$ cat src/rtl/pixel_packet_writer_if.sv
// Byte-stream link feeding the pixel packet writer.
// The source drives data/valid/last; the sink answers with ready.
interface pixel_packet_writer_if;
   logic [7:0] s_data;
   logic       s_valid;
   logic       s_last;
   logic       s_ready;

   modport master (
      output s_data,
      output s_valid,
      output s_last,
      input  s_ready
   );

   modport slave (
      input  s_data,
      input  s_valid,
      input  s_last,
      output s_ready
   );
endinterface

$ cat src/rtl/pixel_packet_writer.sv
// Pixel packet writer: parses PIX / FILL packets from a byte stream and
// turns them into single-cycle writes on the LED driver's video-memory port.
module pixel_packet_writer #(
   parameter int CHAINED     = 1,
   parameter int INPUT_DEPTH = 6
) (
   input  logic                  ctrl_clk,
   input  logic                  ctrl_rst,
   pixel_packet_writer_if.slave  s_bus,
   output logic                  ctrl_en,
   output logic [3:0]            ctrl_wr,
   output logic [15:0]           ctrl_addr,
   output logic [23:0]           ctrl_wdat,
   output logic                  busy,
   output logic                  err
);

   localparam int SIZE_BITS = $clog2(CHAINED);
   localparam int COL_W     = 6 + SIZE_BITS;
   // The column counter must be able to hold 64*CHAINED, where it saturates.
   localparam int CNT_W     = (COL_W + 1 > 8) ? COL_W + 1 : 8;
   localparam int FILL_W    = 12 + SIZE_BITS;
   localparam int SHIFT     = 8 - INPUT_DEPTH;

   localparam logic [CNT_W-1:0]  COL_LIMIT = CNT_W'(64 * CHAINED);
   localparam logic [FILL_W-1:0] FILL_LAST = FILL_W'(4096 * CHAINED - 1);
   localparam logic [3:0]        WR_RGB    = 4'b0111;

   localparam logic [3:0] IDLE     = 4'd0;
   localparam logic [3:0] PIX_ROW  = 4'd1;
   localparam logic [3:0] PIX_COL  = 4'd2;
   localparam logic [3:0] PIX_R    = 4'd3;
   localparam logic [3:0] PIX_G    = 4'd4;
   localparam logic [3:0] PIX_B    = 4'd5;
   localparam logic [3:0] FILL_R   = 4'd6;
   localparam logic [3:0] FILL_G   = 4'd7;
   localparam logic [3:0] FILL_B   = 4'd8;
   localparam logic [3:0] FILL_RUN = 4'd9;
   localparam logic [3:0] DROP     = 4'd10;

   logic [3:0]        state_q;
   logic [5:0]        row_q;
   logic [CNT_W-1:0]  col_q;
   logic [7:0]        r_q;
   logic [7:0]        g_q;
   logic [FILL_W-1:0] fill_q;
   logic              ovf_q;     // err already raised for this packet's overflow
   logic              xfer;
   logic              last;
   logic [7:0]        data;

   // Drop the low bits of an 8-bit channel, leaving it right-aligned.
   function automatic logic [7:0] reduce(input logic [7:0] c);
      return c >> SHIFT;
   endfunction

   assign data          = s_bus.s_data;
   assign last          = s_bus.s_last;
   assign s_bus.s_ready = (state_q != FILL_RUN);
   assign xfer          = s_bus.s_valid && s_bus.s_ready;

   // Packet parser, fill sequencer and registered write port.
   always_ff @(posedge ctrl_clk) begin
      // NOTE: reset is synchronous, so it lives inside the clocked block and
      // is simply the highest-priority branch; all state uses <= so every
      // register sees the values from before this edge.
      if (ctrl_rst) begin
         state_q   <= IDLE;
         row_q     <= '0;
         col_q     <= '0;
         r_q       <= '0;
         g_q       <= '0;
         fill_q    <= '0;
         ovf_q     <= 1'b0;
         ctrl_en   <= 1'b0;
         ctrl_wr   <= '0;
         ctrl_addr <= '0;
         ctrl_wdat <= '0;
         busy      <= 1'b0;
         err       <= 1'b0;
      end else begin
         // Strobes are single-cycle; addr/wdat deliberately hold.
         ctrl_en <= 1'b0;
         ctrl_wr <= '0;
         err     <= 1'b0;

         if (state_q == FILL_RUN) begin
            if (fill_q == FILL_LAST) begin
               state_q <= IDLE;
               busy    <= 1'b0;
            end else begin
               fill_q    <= fill_q + FILL_W'(1);
               ctrl_en   <= 1'b1;
               ctrl_wr   <= WR_RGB;
               ctrl_addr <= 16'(fill_q + FILL_W'(1));
            end
         end else if (xfer) begin
            case (state_q)
               IDLE: begin
                  ovf_q <= 1'b0;
                  if (data == 8'h01) begin
                     state_q <= PIX_ROW;
                  end else if (data == 8'h02) begin
                     state_q <= FILL_R;
                  end else begin
                     err     <= 1'b1;
                     state_q <= last ? IDLE : DROP;
                  end
               end
               PIX_ROW: begin
                  if (last) begin
                     err     <= 1'b1;
                     state_q <= IDLE;
                  end else if (data > 8'd63) begin
                     err     <= 1'b1;
                     state_q <= DROP;
                  end else begin
                     row_q   <= data[5:0];
                     state_q <= PIX_COL;
                  end
               end
               PIX_COL: begin
                  if (last) begin
                     err     <= 1'b1;
                     state_q <= IDLE;
                  end else begin
                     col_q   <= CNT_W'(data);
                     state_q <= PIX_R;
                  end
               end
               PIX_R, FILL_R: begin
                  if (last) begin
                     err     <= 1'b1;
                     state_q <= IDLE;
                  end else begin
                     r_q     <= data;
                     state_q <= (state_q == PIX_R) ? PIX_G : FILL_G;
                  end
               end
               PIX_G, FILL_G: begin
                  if (last) begin
                     err     <= 1'b1;
                     state_q <= IDLE;
                  end else begin
                     g_q     <= data;
                     state_q <= (state_q == PIX_G) ? PIX_B : FILL_B;
                  end
               end
               PIX_B: begin
                  if (col_q < COL_LIMIT) begin
                     ctrl_en   <= 1'b1;
                     ctrl_wr   <= WR_RGB;
                     ctrl_addr <= 16'({row_q, col_q[COL_W-1:0]});
                     ctrl_wdat <= {reduce(r_q), reduce(g_q), reduce(data)};
                     col_q     <= col_q + CNT_W'(1);
                  end else if (!ovf_q) begin
                     err   <= 1'b1;
                     ovf_q <= 1'b1;
                  end
                  state_q <= last ? IDLE : PIX_R;
               end
               FILL_B: begin
                  if (last) begin
                     // First fill write goes out with the state change.
                     state_q   <= FILL_RUN;
                     busy      <= 1'b1;
                     fill_q    <= '0;
                     ctrl_en   <= 1'b1;
                     ctrl_wr   <= WR_RGB;
                     ctrl_addr <= '0;
                     ctrl_wdat <= {reduce(r_q), reduce(g_q), reduce(data)};
                  end else begin
                     err     <= 1'b1;
                     state_q <= DROP;
                  end
               end
               DROP: begin
                  if (last) state_q <= IDLE;
               end
               default: state_q <= IDLE;
            endcase
         end
      end
   end

endmodule

$ cat src/flat_wrapper.sv
// flat-port wrapper written by rule: the top's interface ports become plain ports
module pixel_packet_writer_flat 
#(
   parameter int CHAINED     = 1,
   parameter int INPUT_DEPTH = 6
)
  (ctrl_clk, ctrl_rst, ctrl_en, ctrl_wr, ctrl_addr, ctrl_wdat, busy, err, s_bus_s_data, s_bus_s_valid, s_bus_s_last, s_bus_s_ready);
  pixel_packet_writer_if s_bus_i ();
  input  logic ctrl_clk;
  input  logic ctrl_rst;
  output logic ctrl_en;
  output logic [3:0] ctrl_wr;
  output logic [15:0] ctrl_addr;
  output logic [23:0] ctrl_wdat;
  output logic busy;
  output logic err;
  input wire logic [$bits(s_bus_i.s_data)-1:0] s_bus_s_data;
  input wire logic [$bits(s_bus_i.s_valid)-1:0] s_bus_s_valid;
  input wire logic [$bits(s_bus_i.s_last)-1:0] s_bus_s_last;
  output wire logic [$bits(s_bus_i.s_ready)-1:0] s_bus_s_ready;
  assign s_bus_i.s_data = s_bus_s_data;
  assign s_bus_i.s_valid = s_bus_s_valid;
  assign s_bus_i.s_last = s_bus_s_last;
  assign s_bus_s_ready = s_bus_i.s_ready;
  pixel_packet_writer #(.CHAINED(CHAINED), .INPUT_DEPTH(INPUT_DEPTH)) u_core (.ctrl_clk(ctrl_clk), .ctrl_rst(ctrl_rst), .s_bus(s_bus_i), .ctrl_en(ctrl_en), .ctrl_wr(ctrl_wr), .ctrl_addr(ctrl_addr), .ctrl_wdat(ctrl_wdat), .busy(busy), .err(err));
endmodule
$ cat config.mk
export PLATFORM = sky130hd
export DESIGN_NAME = pixel_packet_writer_flat
export DESIGN_NICKNAME = d
export VERILOG_FILES = /design/src/rtl/pixel_packet_writer_if.sv /design/src/rtl/pixel_packet_writer.sv /design/src/flat_wrapper.sv
export SDC_FILE = /design/constraint.sdc
export NUM_CORES = 1
export LEC_CHECK = 0
export ABC_AREA = 0
export ABC_CLOCK_PERIOD_IN_PS = 3600
export CORE_ASPECT_RATIO = 1.2
export CORE_MARGIN = 2
export CORE_UTILIZATION = 50
export DETAILED_ROUTE_END_ITERATION = 10
export GPL_ROUTABILITY_DRIVEN = 0
export PLACE_DENSITY = 0.75
export SETUP_SLACK_MARGIN = 0.15
export SLEW_MARGIN = 20
export SYNTH_ARGS = -nofsm -noshare
export SYNTH_HDL_FRONTEND = slang
export SYNTH_SLANG_ARGS = --single-unit
$ cat constraint.sdc
create_clock -name ctrl_clk -period 3.6 [get_ports ctrl_clk]
set_clock_uncertainty 0.15 [all_clocks]
set_input_delay 0.72 -clock ctrl_clk [delete_from_list [all_inputs] [get_ports ctrl_clk]]
set_output_delay 0.72 -clock ctrl_clk [all_outputs]
set_load 0.02 [all_outputs]
# ---- After elaboration in Yosys (flattened, before gate mapping)
# Index checks and enable logic that the tools add are counted.
dict set report totals {
  register_bits 94
  latch_bits 0
  ram_bits 0
  mem_bits_ro 0
  inputBits 12
  output_inout_bits 48
  n_memories 0
}
dict set report op_classes {
  add_sub_neg 3
  multipliers 0
  div 0
  order_cmp 2
  eq_ne 23
  shift 0
  n_mux 60
  bitwise_logic 4
  reduce_logical 24
}
# operator n
set op_table {}
lappend op_table {{$mux 16} 5}
lappend op_table {{$mux 12} 5}
lappend op_table {{$mux 4} 14}
lappend op_table {{$mux 24} 2}
lappend op_table {{$pmux 24 s2} 1}
lappend op_table {{$pmux 16 s2} 1}
lappend op_table {{$pmux 4 s7} 1}
lappend op_table {{$reduce_and 4->1} 5}
lappend op_table {{$reduce_and 5->1} 4}
lappend op_table {{$mux 1} 18}
lappend op_table {{$eq 4x3->1 const B} 4}
lappend op_table {{$mux 8} 2}
lappend op_table {{$pmux 8 s2} 1}
lappend op_table {{$add 12x1->13 const B} 1}
lappend op_table {{$add 12x1->12 const B} 1}
lappend op_table {{$eq 12x12->1 const B} 1}
lappend op_table {{$eq 4x4->1 const B} 3}
lappend op_table {{$reduce_bool 2->1} 6}
lappend op_table {{$ne 2x2->1 const B} 5}
lappend op_table {{$mux 3} 3}
lappend op_table {{$add 8x1->8 const B} 1}
lappend op_table {{$eq 4x2->1 const B} 2}
lappend op_table {{$eq 8x1->1 const B} 1}
lappend op_table {{$eq 8x2->1 const B} 1}
lappend op_table {{19 further kinds} 28}

# ---- Depth between registers and ports, before layout
# Gate-level depths: netlist of the first run.
dict set report depth {
  depth_word 6
  mapped_depth 9
  mapped_depth_nobuf 6
}

# ---- Worst setup path after synthesis of the first run
# No wires, ideal clock.
dict set report synth_path {
  path_kind {register to output}
  start {register u_core.state_q[2]}
  end {output s_bus_s_ready}
  arrival_time_ps 1256
  setup_slack_ps 1474
  stages_incl_launch_ff 6
  path_buffers 3
  cell_sequence {dfxtp_1 -> buf_4 -> and4bb_1 -> buf_4 -> inv_2 -> clkbuf_1}
}
dict set report synth_via {
  elab_chain_len 1
}
# element line
set synth_rtl {}
lappend synth_rtl {{from (decl)} pixel_packet_writer.sv:41} ;# logic [3:0] state_q;
lappend synth_rtl {{from (signal assigned)} pixel_packet_writer.sv:107} ;# state_q <= last ? IDLE : DROP;
lappend synth_rtl {{from (signal assigned)} pixel_packet_writer.sv:137} ;# state_q <= (state_q == PIX_R) ? PIX_G : FILL_G;
lappend synth_rtl {{from (signal assigned)} pixel_packet_writer.sv:146} ;# state_q <= (state_q == PIX_G) ? PIX_B : FILL_B;
lappend synth_rtl {{$ne 4x4->1} pixel_packet_writer.sv:59} ;# assign s_bus.s_ready = (state_q != FILL_RUN);
lappend synth_rtl {{to (decl)} flat_wrapper.sv:20} ;# output wire logic [$bits(s_bus_i.s_ready)-1:0] s_bus_s_ready;
# Every way passes these cells.

# ---- Final worst setup path of the first run
dict set report layout_path {
  start {register u_core.state_q[1]}
  end {output s_bus_s_ready}
}
# The elaborated chain is that of the path after synthesis.

==> run metrics, run 1 <==
Sink Count 77; Port Buffer Count 49; Post-Synth XOR/XNOR Area under 10%; largest family of logic cells by synthesized area simple AND/OR/NAND/NOR gates; Reg clk slew, reported paths approximately 90 ps; WL final 8.81 mm; commonest non-fill, non-tap cell in the layout dfxtp_1; Fillers approximately 660; sequential share of power 52.5%; Inst Count DP 550; Worst Path Arrival around 2300 ps; Sw Share between 20 and 30%; Finished Core Util about three fifths; most frequent cells in the layout dfxtp_1 (77), nor2_1 (71), clkdlybuf4s50_1 (48), mux2i_1 (38), a21oi_1 (28); Tot GR Track Use between 20% and 30%; post-synthesis mux area share roughly 10%; CP max stage delay about 800 ps; final std cell area, no fill ~4400 sq um; Synth Area in Simple Gates a little over a fifth; WL per Instance between 15 and 20 um; share of cells above drive strength 1 under 10%; HPWL Detailed 6.02 mm; clock buffer depth 2; CTS tree done; first-pass GRT wire length 14.8 mm; final setup TNS 0 ps; post-CTS sizing 0; RSZ-0062 raised after global routing no; final non-filler cell total roughly 570; status complete, no violations; WS Path Type register to output pin; Pwr per Cell Area 382 nW/um^2; fin crit share 88.9%; Setup Viol. Count Final 0; Final ANT Viol Nets 0; Worst-Skew Late Latency between 300 and 400 ps; vias in the first global route roughly 3.1k; endpoint class of the critical path output pin; number of flops mapped to enable cells by yosys 0; Synth-to-Final Area Change 16.2%; Final nets approximately 490; flop and latch count out of synthesis 77; max-cap violation count 0; Die ar. 8360 sq um; antenna violations before repair 0; Root Driver clkbuf_8; Core Region ~7300 sq um; Die X around 84 um; clock share of power between 30 and 40%; CTS H-tree lvls 3; Worst-Margin Slew roughly 760 ps; Placement Cell Area between 4000 and 5000 sq um; Fmax about 310 MHz; GRT Residual Overflow 0; Post-Synth Adder-Cell Area less than 1%; combinational share of power 10.7%; internal power ~1.2 mW; DR vias approximately 3.3k; Synth Cell Area approximately 3800 sq um; Hold Fails Final Rpt 0; number of top-level pins 60; worst vdd rail ir drop approximately 0.25 mV; antenna diode count 0; Slew HR between 40% and 50%; Final Max Slew Viols 0; CP Data Required Time approximately 2700 ps; cell breakdown of the critical path and4bb_1 > inv_2 > clkdlybuf4s50_1; hold_buf cts 0; post-synthesis sequential area ratio between 40 and 50%; drt pass-1 iters 4; Post-route DRC 0; Critical Path Source Type register; min Tclk post-route about 3200 ps; Setup Fix Bufs, Post-CTS 0; Synth Area in Compound Gates roughly 18%; Synth Flop Type dfxtp_1; Post-Synthesis Cells 438; async set-reset flop share out of synthesis 0%; yosys warns 0; Psw around 0.5 mW; initial DRC count 170; DR vias/cell between 5 and 6; initial core utilization around 52%; Yosys cell types 63; slowest CP cell dfxtp_1; crit path max fanout 20; Mapped Avg Cell Area ~8.7 sq um; Power, Total roughly 1.7 mW; static leakage around 1.6 nW; hold crit path type register to register; FP Rows 34; die outline height about 100 um; CTS Buf Count 9; largest net degree at the start of global routing around 40
power groups by stage:
| stage | clock, mW | sequential [mW] | combinational (mW) |
|---|---|---|---|
| after floorplan | 0 | 0.907 | 0.131 |
| after global placement | 0 | 0.910 | 0.178 |
| after detailed placement | 0 | 0.910 | 0.180 |
| after CTS | 0.634 | 0.890 | 0.182 |
| after global routing | 0.669 | 0.894 | 0.198 |
| final | 0.625 | 0.891 | 0.182 |
metal layers:
metal	global-route usage [%]	up-vias	part of all wire (%)	wire, um
li1	-	1604	-	-
met1	26.7	1559	45	3970
met2	36.9	97	48	4210
met3	4.93	16	5.2	462
met4	8.56	0	1.9	166
met5	0	-	0	0
final timing paths:
kind,start,to,slack [ps],cells past startpoint
worst max-delay path,u_core.state_q[1],s_bus_s_ready,400,3
worst min-delay path,u_core.ctrl_addr[12],u_core.ctrl_addr[12],320,1
worst max register to register,u_core.state_q[1],u_core.ctrl_addr[11],940,6
worst min register to register,u_core.ctrl_addr[12],u_core.ctrl_addr[12],320,1
Yosys cell counts, types with 2 or more instances:
cell	number	share of area, %
nor3b_1	2	0.39
and3_1	2	0.33
a31oi_1	3	0.49
and4_1	3	0.69
mux2i_1	38	10
clkbuf_1	18	1.8
o21ai_0	18	2.4
nand2b_1	5	0.82
a211oi_2	6	2.0
nand4_1	5	0.82
a22oi_1	10	2.0
dfxtp_1	77	40
nor4_1	6	0.98
inv_1	5	0.49
a21o_1	2	0.39
nor2b_1	4	0.65
and2_1	2	0.33
xor2_1	6	1.4
o211ai_1	2	0.39
buf_6	2	0.59
nand3_1	15	2.0
o31ai_1	2	0.39
nor3_1	6	0.79
ha_1	2	0.65
a311oi_1	5	1.1
buf_4	17	3.3
or2_1	2	0.33
buf_2	2	0.26
xnor2_1	6	1.4
a211oi_1	7	1.4
nor2_1	71	7.0
a21oi_1	28	3.7
a211o_1	2	0.46
nand2_1	26	2.6
o21ai_1	2	0.26
nand3b_1	2	0.39
per-stage QoR:
| step | worst slack, ps | hold WS [ps] |
|---|---|---|
| 2_1_floorplan | 1470 | 296 |
| 3_3_place_gp | 733 | 313 |
| 3_5_place_dp | 687 | 316 |
| 4_1_cts | 427 | 328 |
| 5_1_grt | 290 | 363 |
| 6_report | 398 | 325 |
worst max-delay path: cells and delay by family (launching register included):
family                 cells  cell delay, ps
buffers and inverters      2             890
DFF                        1             790
and+or+nand+nor            1             290
layout make-up:
cell class                      instances  area (sq um)  share of cell area, %
Clock inverter                          7          63.8                   1.44
Multi-Input combinational cell        324          2060                   46.4
Tap cell                               90           113                   2.54
Timing Repair Buffer                   53           515                   11.6
Clock buffer                            9           124                   2.79
Sequential cell                        77          1540                   34.7
Inverter                                6          22.5                  0.507
sequential cells by signal (all words and copies together) (netlist names):
| register | count |
|---|---|
| u_core.ovf_q | 1 |
| u_core.r_q | 6 |
| u_core.busy | 1 |
| u_core.ctrl_wr | 1 |
| u_core.g_q | 6 |
| u_core.row_q | 6 |
| u_core.col_q | 8 |
| u_core.fill_q | 12 |
| u_core.ctrl_wdat | 18 |
| u_core.state_q | 4 |
| u_core.err | 1 |
| u_core.ctrl_addr | 13 |
kinds of logic after synthesis:
group | count (synthesis)
adders and majority gates | 2
AOI/OAI and AO/OA | 99
DFF | 77
xor gates and xnor gates | 12
buffers and inverters | 46
and+or+nand+nor | 163
muxes | 38
other | 1
Note: power is estimated with default switching activity, not from simulation.
==> run 2: changes to the inputs <==
--- a/config.mk
+++ b/config.mk
@@ -6,7 +6,6 @@
 export NUM_CORES = 1
 export LEC_CHECK = 0
 export ABC_AREA = 0
-export ABC_CLOCK_PERIOD_IN_PS = 3600
 export CORE_ASPECT_RATIO = 1.2
 export CORE_MARGIN = 2
 export CORE_UTILIZATION = 50
==> results of run 2 <==
No change in the layout: final DEF, timing and power equal those of run 1.
==> run 3: changes to the inputs <==
--- a/config.mk
+++ b/config.mk
@@ -11,7 +11,8 @@
 export CORE_UTILIZATION = 50
 export DETAILED_ROUTE_END_ITERATION = 10
 export GPL_ROUTABILITY_DRIVEN = 0
-export PLACE_DENSITY = 0.75
+export HOLD_SLACK_MARGIN = 0.12
+export PLACE_DENSITY = 0.83
 export SETUP_SLACK_MARGIN = 0.15
 export SLEW_MARGIN = 20
 export SYNTH_ARGS = -nofsm -noshare
==> constraint.sdc (replaced) <==
create_clock -name ctrl_clk -period 3.9 [get_ports ctrl_clk]
set_clock_uncertainty 0.15 [all_clocks]
set_input_delay 0.78 -clock ctrl_clk [delete_from_list [all_inputs] [get_ports ctrl_clk]]
set_output_delay 0.78 -clock ctrl_clk [all_outputs]
set_load 0.02 [all_outputs]
==> run metrics, run 3 (synthesis gave the netlist of run 1 again) <==
initial DRC count about 190; Port Buffer Count 49; Setup WS post-layout about 550 ps; worst vdd rail ir drop approximately 0.25 mV; Slew HR 46.1%; final setup TNS 0 ps; hold_sp u_core.ctrl_addr[12]; reg-to-reg setup timing slack 1110 ps; DR vias roughly 3.3k; slowest CP cell dfxtp_1; Pwr per Cell Area between 300 and 400 nW/um^2; Tot GR Track Use a little over a fifth; Die ar. approximately 8400 sq um; post-CTS sizing 0; footprint of the multi-input gates just over 2000 sq um; Setup Viol. Count Final 0; commonest non-fill, non-tap cell in the layout dfxtp_1; first-pass GRT wire length 14.9 mm; Worst-Margin Slew around 800 ps; final non-filler cell total roughly 570; Fmax a little under 300 MHz; share of cells above drive strength 1 8.40%; clock buffer depth 2; HPWL Detailed approximately 6.2 mm; largest net degree at the start of global routing 37; Final nets 485; Worst-Skew Late Latency roughly 360 ps; status complete, no violations; GR Util met3 4.77%; die outline height 99.8 um; Biggest register u_core.ctrl_wdat; max reg flops 18; Placement Cell Area between 4000 and 5000 sq um; CP max stage delay 740 ps; hold_buf cts 0; fin crit share between 80% and 90%; Post-route DRC 0; drt pass-1 iters 5; max-cap violation count 0; Inst Count DP 550; Top Registers u_core.ctrl_wdat: 18 flops, u_core.ctrl_addr: 13 flops, u_core.fill_q: 12 flops; reg-to-reg endpoint u_core.ctrl_addr[5]; Worst Path Arrival ~2400 ps; Hold Fails Final Rpt 0; Final ANT Viol Nets 0; most frequent cells in the layout dfxtp_1 (77), nor2_1 (71), clkdlybuf4s50_1 (48), mux2i_1 (38), a21oi_1 (28); initial core utilization between 50 and 60%; FP Rows 34; Fillers 632; Core Region between 7000 and 8000 sq um; cell breakdown of the critical path and4bb_1 > buf_4 > inv_2 > clkdlybuf4s50_1; CP Data Required Time ~3000 ps; DR vias/cell 5.82; Die X around 84 um; Critical Path Source Type register; total area of sequential cells approximately 1500 sq um; CTS tree done; vias in the first global route approximately 3.1k; met1 GRT Util a little over a quarter; number of top-level pins 60; Min Hold Slack 329 ps; Setup Fix Bufs, Post-CTS 0; hold crit path type register to register; reg2reg start u_core.state_q[1]; WS Path Type register to output pin; hold depth 1; met2 Usage GRT 37.3%; final std cell area, no fill 4460 sq um; antenna diode count 0; Final Max Slew Viols 0; Root Driver clkbuf_8; WL per Instance 15.7 um; GRT Residual Overflow 0; Most Crowded Layer GR met2; Synth-to-Final Area Change 16.7%; min Tclk post-route about 3400 ps; endpoint class of the critical path output pin; Reg clk slew, reported paths roughly 80 ps; RSZ-0062 raised after global routing no; Sink Count 77; CP startpoint u_core.state_q[1]; WHS Endpoint u_core.ctrl_addr[12]; static leakage between 1.5 and 2 nW; CTS Buf Count 9; CTS H-tree lvls 3; crit path max fanout 20; WL final between 8 and 9 mm; pre-CTS WS 883 ps; antenna violations before repair 0; worst reg2reg path depth 7
run 3: cell types whose count changed in the layout (fill, tap and decap cells not counted), sizes merged:
| cell | before | now |
|---|---|---|
| bufinv | 0 | 1 |
| clkinv | 1 | 3 |
| clkinvlp | 2 | 1 |
| inv | 10 | 8 |
run 3: layout make-up:
cell class | count | area share, %
Multi-Input combinational cell | 324 | 46.2
Inverter | 6 | 0.505
Sequential cell | 77 | 34.6
Timing Repair Buffer | 53 | 11.6
Clock inverter | 7 | 1.88
Tap cell | 90 | 2.52
Clock buffer | 9 | 2.78
run 3: power by group:
| group | total, mW | switching (mW) | internal [mW] | leakage, nW |
|---|---|---|---|---|
| logic | 0.168 | 0.0998 | 0.0681 | 0.912 |
| registers | 0.821 | 0.0212 | 0.800 | 0.622 |
| clock network | 0.627 | 0.321 | 0.305 | 0.102 |
| total | 1.62 | 0.443 | 1.17 | 1.64 |
run 3: stage by stage:
step / util [%] / power, mW
finish: 61.0 / 1.62
global route: 61.0 / 1.68
CTS: 61.0 / 1.62
detailed placement: 58.1 / 1.01
global placement: 58.1 / 1.00
floorplan: - / 0.959
run 3: critical path, delay by kind of cell, from the launching register on:
family / cells / cell delay, ps
buffers and inverters: 3 / 1060
DFF: 1 / 740
and+or+nand+nor: 1 / 260
run 3: worst max-delay path by stage:
| stage | to | slack (ps) | cells after the start |
|---|---|---|---|
| 2_1_floorplan | s_bus_s_ready | 1710 | 5 |
| 3_3_place_gp | u_core.state_q[1] | 970 | 6 |
| 3_5_place_dp | u_core.state_q[1] | 880 | 6 |
| 4_1_cts | s_bus_s_ready | 560 | 4 |
| 5_1_grt | s_bus_s_ready | 400 | 4 |
| 6_report | s_bus_s_ready | 550 | 4 |
run 3: routing by layer:
layer / wire length [um] / up-vias / share of wire [%]
li1: - / 1607 / -
met4: 187 / 0 / 2.1
met1: 3830 / 1559 / 43
met3: 508 / 20 / 5.7
met2: 4370 / 110 / 49
met5: 0 / - / 0
